[src/rtl/instr_encoder_pkg.sv]
// rtl/instr_encoder_pkg.sv - shared format codes, opcodes and FSM state for the instruction encoder
package instr_encoder_pkg;

    // Same encoding as the decoder's ImmSrc select
    localparam logic [1:0] FMT_I = 2'b00;
    localparam logic [1:0] FMT_S = 2'b01;
    localparam logic [1:0] FMT_B = 2'b10;
    localparam logic [1:0] FMT_U = 2'b11;

    localparam logic [6:0] OPC_LUI   = 7'b0110111;
    localparam logic [6:0] OPC_OPIMM = 7'b0010011;

    typedef enum logic {
        IDLE = 1'b0,
        LO   = 1'b1
    } state_t;

endpackage

[src/rtl/instr_pack.sv]
// rtl/instr_pack.sv - combinational RV32I I/S/B/U word packer with immediate range check
import instr_encoder_pkg::*;

module instr_pack (
    input  logic [1:0]  fmt,
    input  logic [6:0]  opcode,
    input  logic [4:0]  rd,
    input  logic [4:0]  rs1,
    input  logic [4:0]  rs2,
    input  logic [2:0]  funct3,
    input  logic [31:0] imm,
    output logic [31:0] word,
    output logic        legal
);

    logic fits12;
    logic fits13;

    // Signed fit: every bit above the field's sign bit must copy that sign bit
    assign fits12 = (imm[31:11] == {21{imm[11]}});
    assign fits13 = (imm[31:12] == {20{imm[12]}});

    always_comb begin
        word  = '0;
        legal = 1'b0;
        case (fmt)
            FMT_I: begin
                word  = {imm[11:0], rs1, funct3, rd, opcode};
                legal = fits12;
            end
            FMT_S: begin
                word  = {imm[11:5], rs2, rs1, funct3, imm[4:0], opcode};
                legal = fits12;
            end
            FMT_B: begin
                word  = {imm[12], imm[10:5], rs2, rs1, funct3, imm[4:1], imm[11], opcode};
                legal = fits13 && !imm[0];
            end
            default: begin
                word  = {imm[31:12], rd, opcode};
                legal = (imm[11:0] == 12'd0);
            end
        endcase
    end

endmodule

[src/rtl/instr_encoder.sv]
// rtl/instr_encoder.sv - packs instruction fields into RV32I words, expands LI, emits addressed words
import instr_encoder_pkg::*;

module instr_encoder #(
    parameter int ADDR_W    = 8,
    parameter int BASE_ADDR = 0
) (
    input  logic              clk,
    input  logic              rst,
    input  logic              in_valid,
    output logic              in_ready,
    input  logic [1:0]        fmt,
    input  logic              li,
    input  logic [6:0]        opcode,
    input  logic [4:0]        rd,
    input  logic [4:0]        rs1,
    input  logic [4:0]        rs2,
    input  logic [2:0]        funct3,
    input  logic [31:0]       imm,
    output logic              out_valid,
    input  logic              out_ready,
    output logic [31:0]       out_instr,
    output logic [ADDR_W-1:0] out_addr,
    output logic              err,
    output logic [7:0]        err_count
);

    state_t      state, next_state;
    logic [31:0] pack_word;
    logic        pack_legal;
    logic [31:0] lo_instr;
    logic        out_free;
    logic        accept;
    logic        li_short;
    logic [19:0] li_hi;
    logic        load;
    logic [31:0] load_word;
    logic        lo_load;
    logic        err_set;

    instr_pack u_pack (
        .fmt    (fmt),
        .opcode (opcode),
        .rd     (rd),
        .rs1    (rs1),
        .rs2    (rs2),
        .funct3 (funct3),
        .imm    (imm),
        .word   (pack_word),
        .legal  (pack_legal)
    );

    assign out_free = !out_valid || out_ready;
    assign in_ready = (state == IDLE) && out_free;
    assign accept   = in_valid && in_ready;
    assign li_short = (imm[31:11] == {21{imm[11]}});
    // ADDI sign-extends its 12-bit immediate, so round the upper part up when lo is negative
    assign li_hi    = imm[31:12] + {19'd0, imm[11]};

    always_comb begin
        next_state = state;
        load       = 1'b0;
        load_word  = '0;
        lo_load    = 1'b0;
        err_set    = 1'b0;
        case (state)
            IDLE: begin
                if (accept) begin
                    if (li) begin
                        load = 1'b1;
                        if (li_short) begin
                            load_word = {imm[11:0], 5'd0, 3'b000, rd, OPC_OPIMM};
                        end else begin
                            load_word  = {li_hi, rd, OPC_LUI};
                            lo_load    = 1'b1;
                            next_state = LO;
                        end
                    end else if (pack_legal) begin
                        load      = 1'b1;
                        load_word = pack_word;
                    end else begin
                        err_set = 1'b1;
                    end
                end
            end
            LO: begin
                if (out_free) begin
                    load       = 1'b1;
                    load_word  = lo_instr;
                    next_state = IDLE;
                end
            end
            default: next_state = IDLE;
        endcase
    end

    always_ff @(posedge clk) begin
        if (rst) begin
            state <= IDLE;
        end else begin
            state <= next_state;
        end
    end

    always_ff @(posedge clk) begin
        if (rst) begin
            out_valid <= 1'b0;
            out_instr <= '0;
            out_addr  <= ADDR_W'(BASE_ADDR);
            lo_instr  <= '0;
            err       <= 1'b0;
            err_count <= '0;
        end else begin
            // out_addr names the word in the register, so it advances as that word leaves
            if (out_valid && out_ready) begin
                out_addr <= out_addr + 1'b1;
            end
            if (load) begin
                out_valid <= 1'b1;
                out_instr <= load_word;
            end else if (out_ready) begin
                out_valid <= 1'b0;
            end
            if (lo_load) begin
                lo_instr <= {imm[11:0], rd, 3'b000, rd, OPC_OPIMM};
            end
            err <= err_set;
            if (err_set && (err_count != 8'hFF)) begin
                err_count <= err_count + 8'd1;
            end
        end
    end

endmodule

[config.mk]
export PLATFORM = sky130hd
export DESIGN_NAME = instr_encoder
export DESIGN_NICKNAME = d
export VERILOG_FILES = /design/src/rtl/instr_encoder_pkg.sv /design/src/rtl/instr_pack.sv /design/src/rtl/instr_encoder.sv
export SDC_FILE = /design/constraint.sdc
export NUM_CORES = 1
export LEC_CHECK = 0
export ABC_AREA = 1
export CAP_MARGIN = 10
export CORE_UTILIZATION = 55
export CTS_BUF_LIST = sky130_fd_sc_hd__clkbuf_8
export DETAILED_ROUTE_END_ITERATION = 8
export PLACE_DENSITY_LB_ADDON = 0.3
export SLEW_MARGIN = 20
export SYNTH_ARGS = -nofsm -noshare
export SYNTH_HDL_FRONTEND = slang
export SYNTH_SLANG_ARGS = --single-unit
[constraint.sdc]
create_clock -name clk -period 3.05 [get_ports clk]
set_input_delay 0.4575 -clock clk [delete_from_list [all_inputs] [get_ports clk]]
set_output_delay 0.4575 -clock clk [all_outputs]
set_load 0.03 [all_outputs]
==> results of run 1 <==
[synthesized netlist by cell type, drive strengths merged, types with 2 or more instances]
master	instances
nor4	3
xnor2	2
nor3b	2
a21oi	61
nand3	62
o211ai	4
dfxtp	69
nand4	12
ha	4
o22ai	5
or2	2
nand2	183
inv	80
xor2	18
nor2	127
o21ai	51
buf	9
o221ai	3
nand3b	9
clkinv	2
clkbuf	19
nor3	7
[flip-flops by register name, indices dropped and copies added (netlist names)]
signal and cells:
out_instr 32, lo_instr 18, err 1, err_count 8, out_valid 1, state 1, out_addr 8
[cells by family after synthesis]
| family | Yosys count | share of synthesized area |
|---|---|---|
| fa+ha+maj | 4 | 0.01101 |
| xor+xnor | 20 | 0.03853 |
| compound gates | 130 | 0.1530 |
| buf+inv | 110 | 0.09769 |
| simple gates | 408 | 0.3935 |
| mux | 1 | 0.002476 |
| flops | 69 | 0.3038 |
[critical path, cell delays in order]
cell and delay [ns]:
clkdlybuf4s50_1 0.58, ha_1 0.23, ha_1 0.20, nand2_1 0.08
nor2_1 0.15, nor3b_1 0.25, buf_4 0.19, nand3_1 0.11
xor2_1 0.18, nand2_1 0.06, o21ai_0 0.08, a21oi_1 0.26
a21oi_1 0.11
[power breakdown]
group          internal (mW)  leakage (nW)  total, mW  switching (mW)
clock network          0.458         0.114      0.828           0.371
logic                  0.267          1.88      0.682           0.414
registers              0.959         0.565      0.993          0.0335
[metal layers]
layer | wire (um) | part of all wire | vias up
met1 | 6545 | 0.41 | 2547
met2 | 7795 | 0.48 | 350
met4 | 384 | 0.024 | 0
met3 | 1427 | 0.088 | 51
li1 | - | - | 2640
met5 | 0 | 0 | -
[area by class of cell]
| class | instances | area share |
|---|---|---|
| repair buffers | 133 | 0.2126 |
| clock buffers | 9 | 0.02052 |
| clock inverters | 7 | 0.01513 |
| well taps | 102 | 0.02114 |
| inverters | 82 | 0.05098 |
| flip-flops and latches | 69 | 0.2288 |
| multi-input cells | 563 | 0.4508 |
[per-stage QoR]
step | hold slack [ns] | cell area (um2) | instances | power [mW] | utilization
final | 0.4669 | 6037 | 965 | 2.503 | 0.7693
after global routing | 0.4792 | 6037 | 965 | 2.586 | 0.7693
after CTS | 0.4608 | 6037 | 965 | 2.480 | 0.7693
after floorplan | 0.4245 | 4547 | 742 | 1.388 | -
after global placement | 0.4352 | 5822 | 949 | 1.654 | 0.7419
after detailed placement | 0.4509 | 5822 | 949 | 1.673 | 0.7419
[final timing paths]
| kind | startpoint | endpoint | slack (ns) | cells past startpoint |
|---|---|---|---|---|
| max | imm[12] | out_instr[30] | 0.35 | 13 |
| min | lo_instr[30] | lo_instr[30] | 0.47 | 2 |
| max reg2reg | out_valid | out_instr[20] | 0.87 | 10 |
| min reg2reg | lo_instr[30] | lo_instr[30] | 0.47 | 2 |
==> impl_metrics.csv, run 1 <==
group,metric,value,unit
routing,ant_nets,0,
routing,drt_pass1_iterations,7,
timing,grt_setup_unrepaired,"no",
global_routing,grt_start_max_net_pins,36,
cts,ctsHoldBuffers,0,
global_routing,grt-busiest-layer,"met2",
layout,ff_latch_area,0.001381,mm2
timing,fin_skew,0.01098,ns
global_routing,grt_overflow,0,
min_path,hp-class,"reg2reg",
routing,drtIter0Drc,576,
placed_design,post-place-ws,0.05185,ns
worst_setup_path,cp_max_fo,6,
cts,clock_tree.root_cell,"clkbuf_8",
placed_design,finalWeightedCongestion,1.072,
timing,fmax,0.3702,GHz
timing,finalCritPeriodShare,0.8857,
cts,cts.reportedPaths.clkPinSlew,0.08,ns
cts,htree_levels,3,
placed_design,portBuffers,114,
timing,worstMarginPinSlew,0.9522,ns
timing,drv_slew,0,
layout,fillCellCount,600,
power_and_ir_drop,powerDensity,414.5,mW/mm2
timing,layout_setup_ws,0.3487,ns
cts,clkLatencyLatePin,0.35,ns
placed_design,dp_hpwl,12020,um
power_and_ir_drop,ir_worst_vdd,0.0004045,V
timing,finalHoldViolCount,0,
die,start_util,0.5794,
timing,fin_crit,2.701,ns
layout,drive_above_1_share,0.06489,
logic_synthesis,syn-num-nets,810,
logic_synthesis,ys_seq_area_frac,0.3038,
cts,cts_sinks,69,
layout,syn2layout_area_growth,32.77,%
die,rows,32,
die,io-pin-count,115,
logic_synthesis,synth_cells,742,
die,die_x,92.93,um
global_routing,track_usage,0.3803,
routing,drc,0,
cts,cts_setup_buffers,0,
cts,clock_path_buffers,2,
routing,wl_per_cell,16.74,um
die,die_h,92.93,um
global_routing,grt_util_met2,0.6520,
status,outcome,"completed",
layout,layout_commonest_cell,"nand2_1",
logic_synthesis,ys.flop_type,"dfxtp_1",
routing,vias,5588,
worst_setup_path,crit_required,3.27,ns
worst_setup_path,crit_path_end_kind,"register",
logic_synthesis,synthDistinctLibCells,40,
worst_setup_path,crit_arrival,2.92,ns
timing,tns,0,ns
routing,detail_route.vias_per_cell,5.791,
logic_synthesis,yosys_warnings,0,
logic_synthesis,netlist_top_cells_area,"dfxtp_1, nand2_1, nor2_1, a21oi_1, inv_1",
worst_setup_path,path_class,"in2reg",
global_routing,grt_pass1_wl,25790,um
routing,wl,16150,um
logic_synthesis,syn_area,0.004547,mm2
layout,multi_input_area,0.002721,mm2
layout,mostFrequentLayoutCells,"nand2_1, nor2_1, clkdlybuf4s50_1",
logic_synthesis,yosys.area.top_type_share,0.3038,
die,core-area,0.007848,mm2
logic_synthesis,synth_edf_count,0,
timing,setup_viol,0,
layout,antenna_cells,0,
power_and_ir_drop,p_leak,2.561,nW
run,maxCapViolCount,0,
cts,cts_inserted_buffers,9,
logic_synthesis,async_flop_share,0,
worst_setup_path,startpoint_type,"primary input",
cts,post_cts_resized,0,
cts,tritoncts,"yes",
timing,slew-limit-headroom,0.3645,
logic_synthesis,synth_top_area_cell,"dfxtp_1",
global_routing,met3_usage,0.06732,
logic_synthesis,syn_area_per_cell,6.128,um2
global_routing,gr-usage-met1,0.4825,
die,die_area,0.008635,mm2
layout,fin_nets,926,
global_routing,grt_pass1_vias,5403,
global_routing,antenna_found_initial,0,
logic_synthesis,ys_ff_latch,69,
(Power assumes the default switching activity.)
==> run 2: changes to the inputs <==
--- a/config.mk
+++ b/config.mk
@@ -7,6 +7,7 @@
 export LEC_CHECK = 0
 export ABC_AREA = 1
 export CAP_MARGIN = 10
+export CORE_MARGIN = 5
 export CORE_UTILIZATION = 55
 export CTS_BUF_LIST = sky130_fd_sc_hd__clkbuf_8
 export DETAILED_ROUTE_END_ITERATION = 8
==> run 2 against run 1 <==
Effect of this change: power shrank 4.0%; worst setup slack gained 0.12 ns; sequential cell count stayed put; sequential power is essentially flat; fmax grew 4.5%; critical path depth unchanged; utilization decreased by 2.9 points; global-route usage decreased by 7.2 points; non-clock buffer count rose by 1; largest power group unchanged.
==> impl_metrics.csv, run 2 (synthesis gave the netlist of run 1 again) <==
group,metric,value,unit
worst_setup_path,crit_arrival,2.79,ns
timing,grt_setup_unrepaired,"no",
power_and_ir_drop,powerDensity,398.9,mW/mm2
layout,antenna_cells,0,
worst_setup_path,crit_path_end_kind,"register",
die,die_h,100.9,um
timing,finalHoldViolCount,0,
die,core-area,0.008134,mm2
die,die_area,0.01019,mm2
timing,layout_setup_ws,0.4642,ns
routing,drc,0,
cts,clock_tree.root_cell,"clkbuf_8",
timing,fin_hold_ws,0.4646,ns
routing,vias,5431,
die,rows,33,
placed_design,numPlacedInstances,953,
routing,drt_pass1_iterations,6,
routing,ant_nets,0,
timing,fmax,0.3867,GHz
worst_setup_path,startpoint_type,"primary input",
layout,final_core_util,0.7402,
timing,drv_slew,0,
worst_setup_path,crit_buf_inv,2,
cts,htree_levels,3,
cts,tritoncts,"yes",
placed_design,post-place-ws,0.1435,ns
worst_setup_path,worst_r2r_path_depth,8,
cts,cts_setup_buffers,0,
worst_setup_path,path_class,"in2reg",
routing,detail_route.vias_per_cell,5.611,
routing,wl_per_cell,16.12,um
cts,cts_inserted_buffers,9,
layout,stdcell_count,968,
status,outcome,"completed",
worst_setup_path,cp.depth,13,
global_routing,grt_pass1_wl,25230,um
worst_setup_path,crit_slowest_cell,"clkdlybuf4s50_1",
global_routing,track_usage,0.3086,
layout,top_register,"out_instr",
timing,fin_skew,0.01457,ns
routing,drtIter0Drc,360,
timing,setup_viol,0,
timing,worstMarginPinSlew,0.9998,ns
placed_design,finalWeightedCongestion,1.081,
cts,clkLatencyLatePin,0.34,ns
worst_setup_path,cpPeakStageDelay,0.58,ns
power_and_ir_drop,p_leak,2.543,nW
layout,drive_above_1_share,0.06605,
worst_setup_path,crit_required,3.26,ns
placed_design,placed_cell_area,0.005833,mm2
timing,fin_crit,2.586,ns
layout,syn2layout_area_growth,32.42,%
cts,post_cts_resized,0,
die,start_util,0.5590,
layout,mostFrequentLayoutCells,"nand2_1, nor2_1, clkdlybuf4s50_1",
placed_design,portBuffers,114,
global_routing,antenna_found_initial,0,
cts,clock_path_buffers,2,
power_and_ir_drop,finalPower,2.402,mW
cts,cts.reportedPaths.clkPinSlew,0.07,ns
die,die_x,100.9,um
die,io-pin-count,115,
timing,tns,0,ns
layout,largestRegisters,"out_instr: 32 flops, lo_instr: 18 flops",
timing,finalCritPeriodShare,0.8478,
worst_setup_path,cp_max_fo,6,
global_routing,grt_overflow,0,
global_routing,grt_start_max_net_pins,36,
run,maxCapViolCount,0,
worst_setup_path,crit_chain,"clkdlybuf4s50_1, ha_1, ha_1, nand2_1, nor2_1, nor3b_1, buf_4, nand3_1, xor2_1, nand2_1, o21ai_0, a21oi_1, a21oi_1",
placed_design,dp_hpwl,12160,um
power_and_ir_drop,ir_worst_vdd,0.0002309,V
cts,cts_sinks,69,
min_path,whs_path_depth,2,
layout,fin_nets,927,
layout,layout_commonest_cell,"nand2_1",
timing,slew-limit-headroom,0.3328,
min_path,hp-class,"reg2reg",
global_routing,grt_pass1_vias,5257,
worst_setup_path,path_delay_family,"buffers and inverters",
cts,ctsHoldBuffers,0,
layout,largest_reg_flops,32,
routing,wl,15610,um
layout,fin_area,0.006021,mm2
run 2: changes by cell type in the layout (fill, tap and decap cells not counted):
cell        delta
buf_4          +1
bufinv_16      -1
clkinv_4       -2
clkinvlp_4     +2
inv_1          -1
inv_6          +1
run 2: path summary, 6_finish.rpt:
check | slack, ns | end | from
worst min register to register | 0.46 | lo_instr[27] | lo_instr[27]
worst max register to register | 0.87 | err_count[6] | err_count[0]
worst min-delay path | 0.46 | lo_instr[27] | lo_instr[27]
worst max-delay path | 0.46 | out_instr[30] | imm[12]
run 2: power by group:
group          internal, mW  switching (mW)  leakage, nW
registers             0.959          0.0327        0.565
logic                 0.269           0.406         1.89
clock network         0.373           0.362       0.0915
run 2: cell type report:
type	count	area [um2]
inverters	82	307.8
fillers	676	2113
flip-flops and latches	69	1381
well taps	105	131.4
multi-input cells	563	2721
clock buffers	9	123.9
repair buffers	134	1291
clock inverters	6	63.81
run 2: worst min-delay path, delay by kind of cell, from the launching register on:
family / cells / cell delay [ns]
DFF: 1 / 0.30
buffers and inverters: 1 / 0.06
AOI/OAI and AO/OA: 1 / 0.06
run 2: metal layers:
metal / wire (um) / global-route usage
met1: 6228 / 0.3740
met2: 7457 / 0.5296
met3: 1359 / 0.05952
met4: 561 / 0.1339
met5: 0 / 0
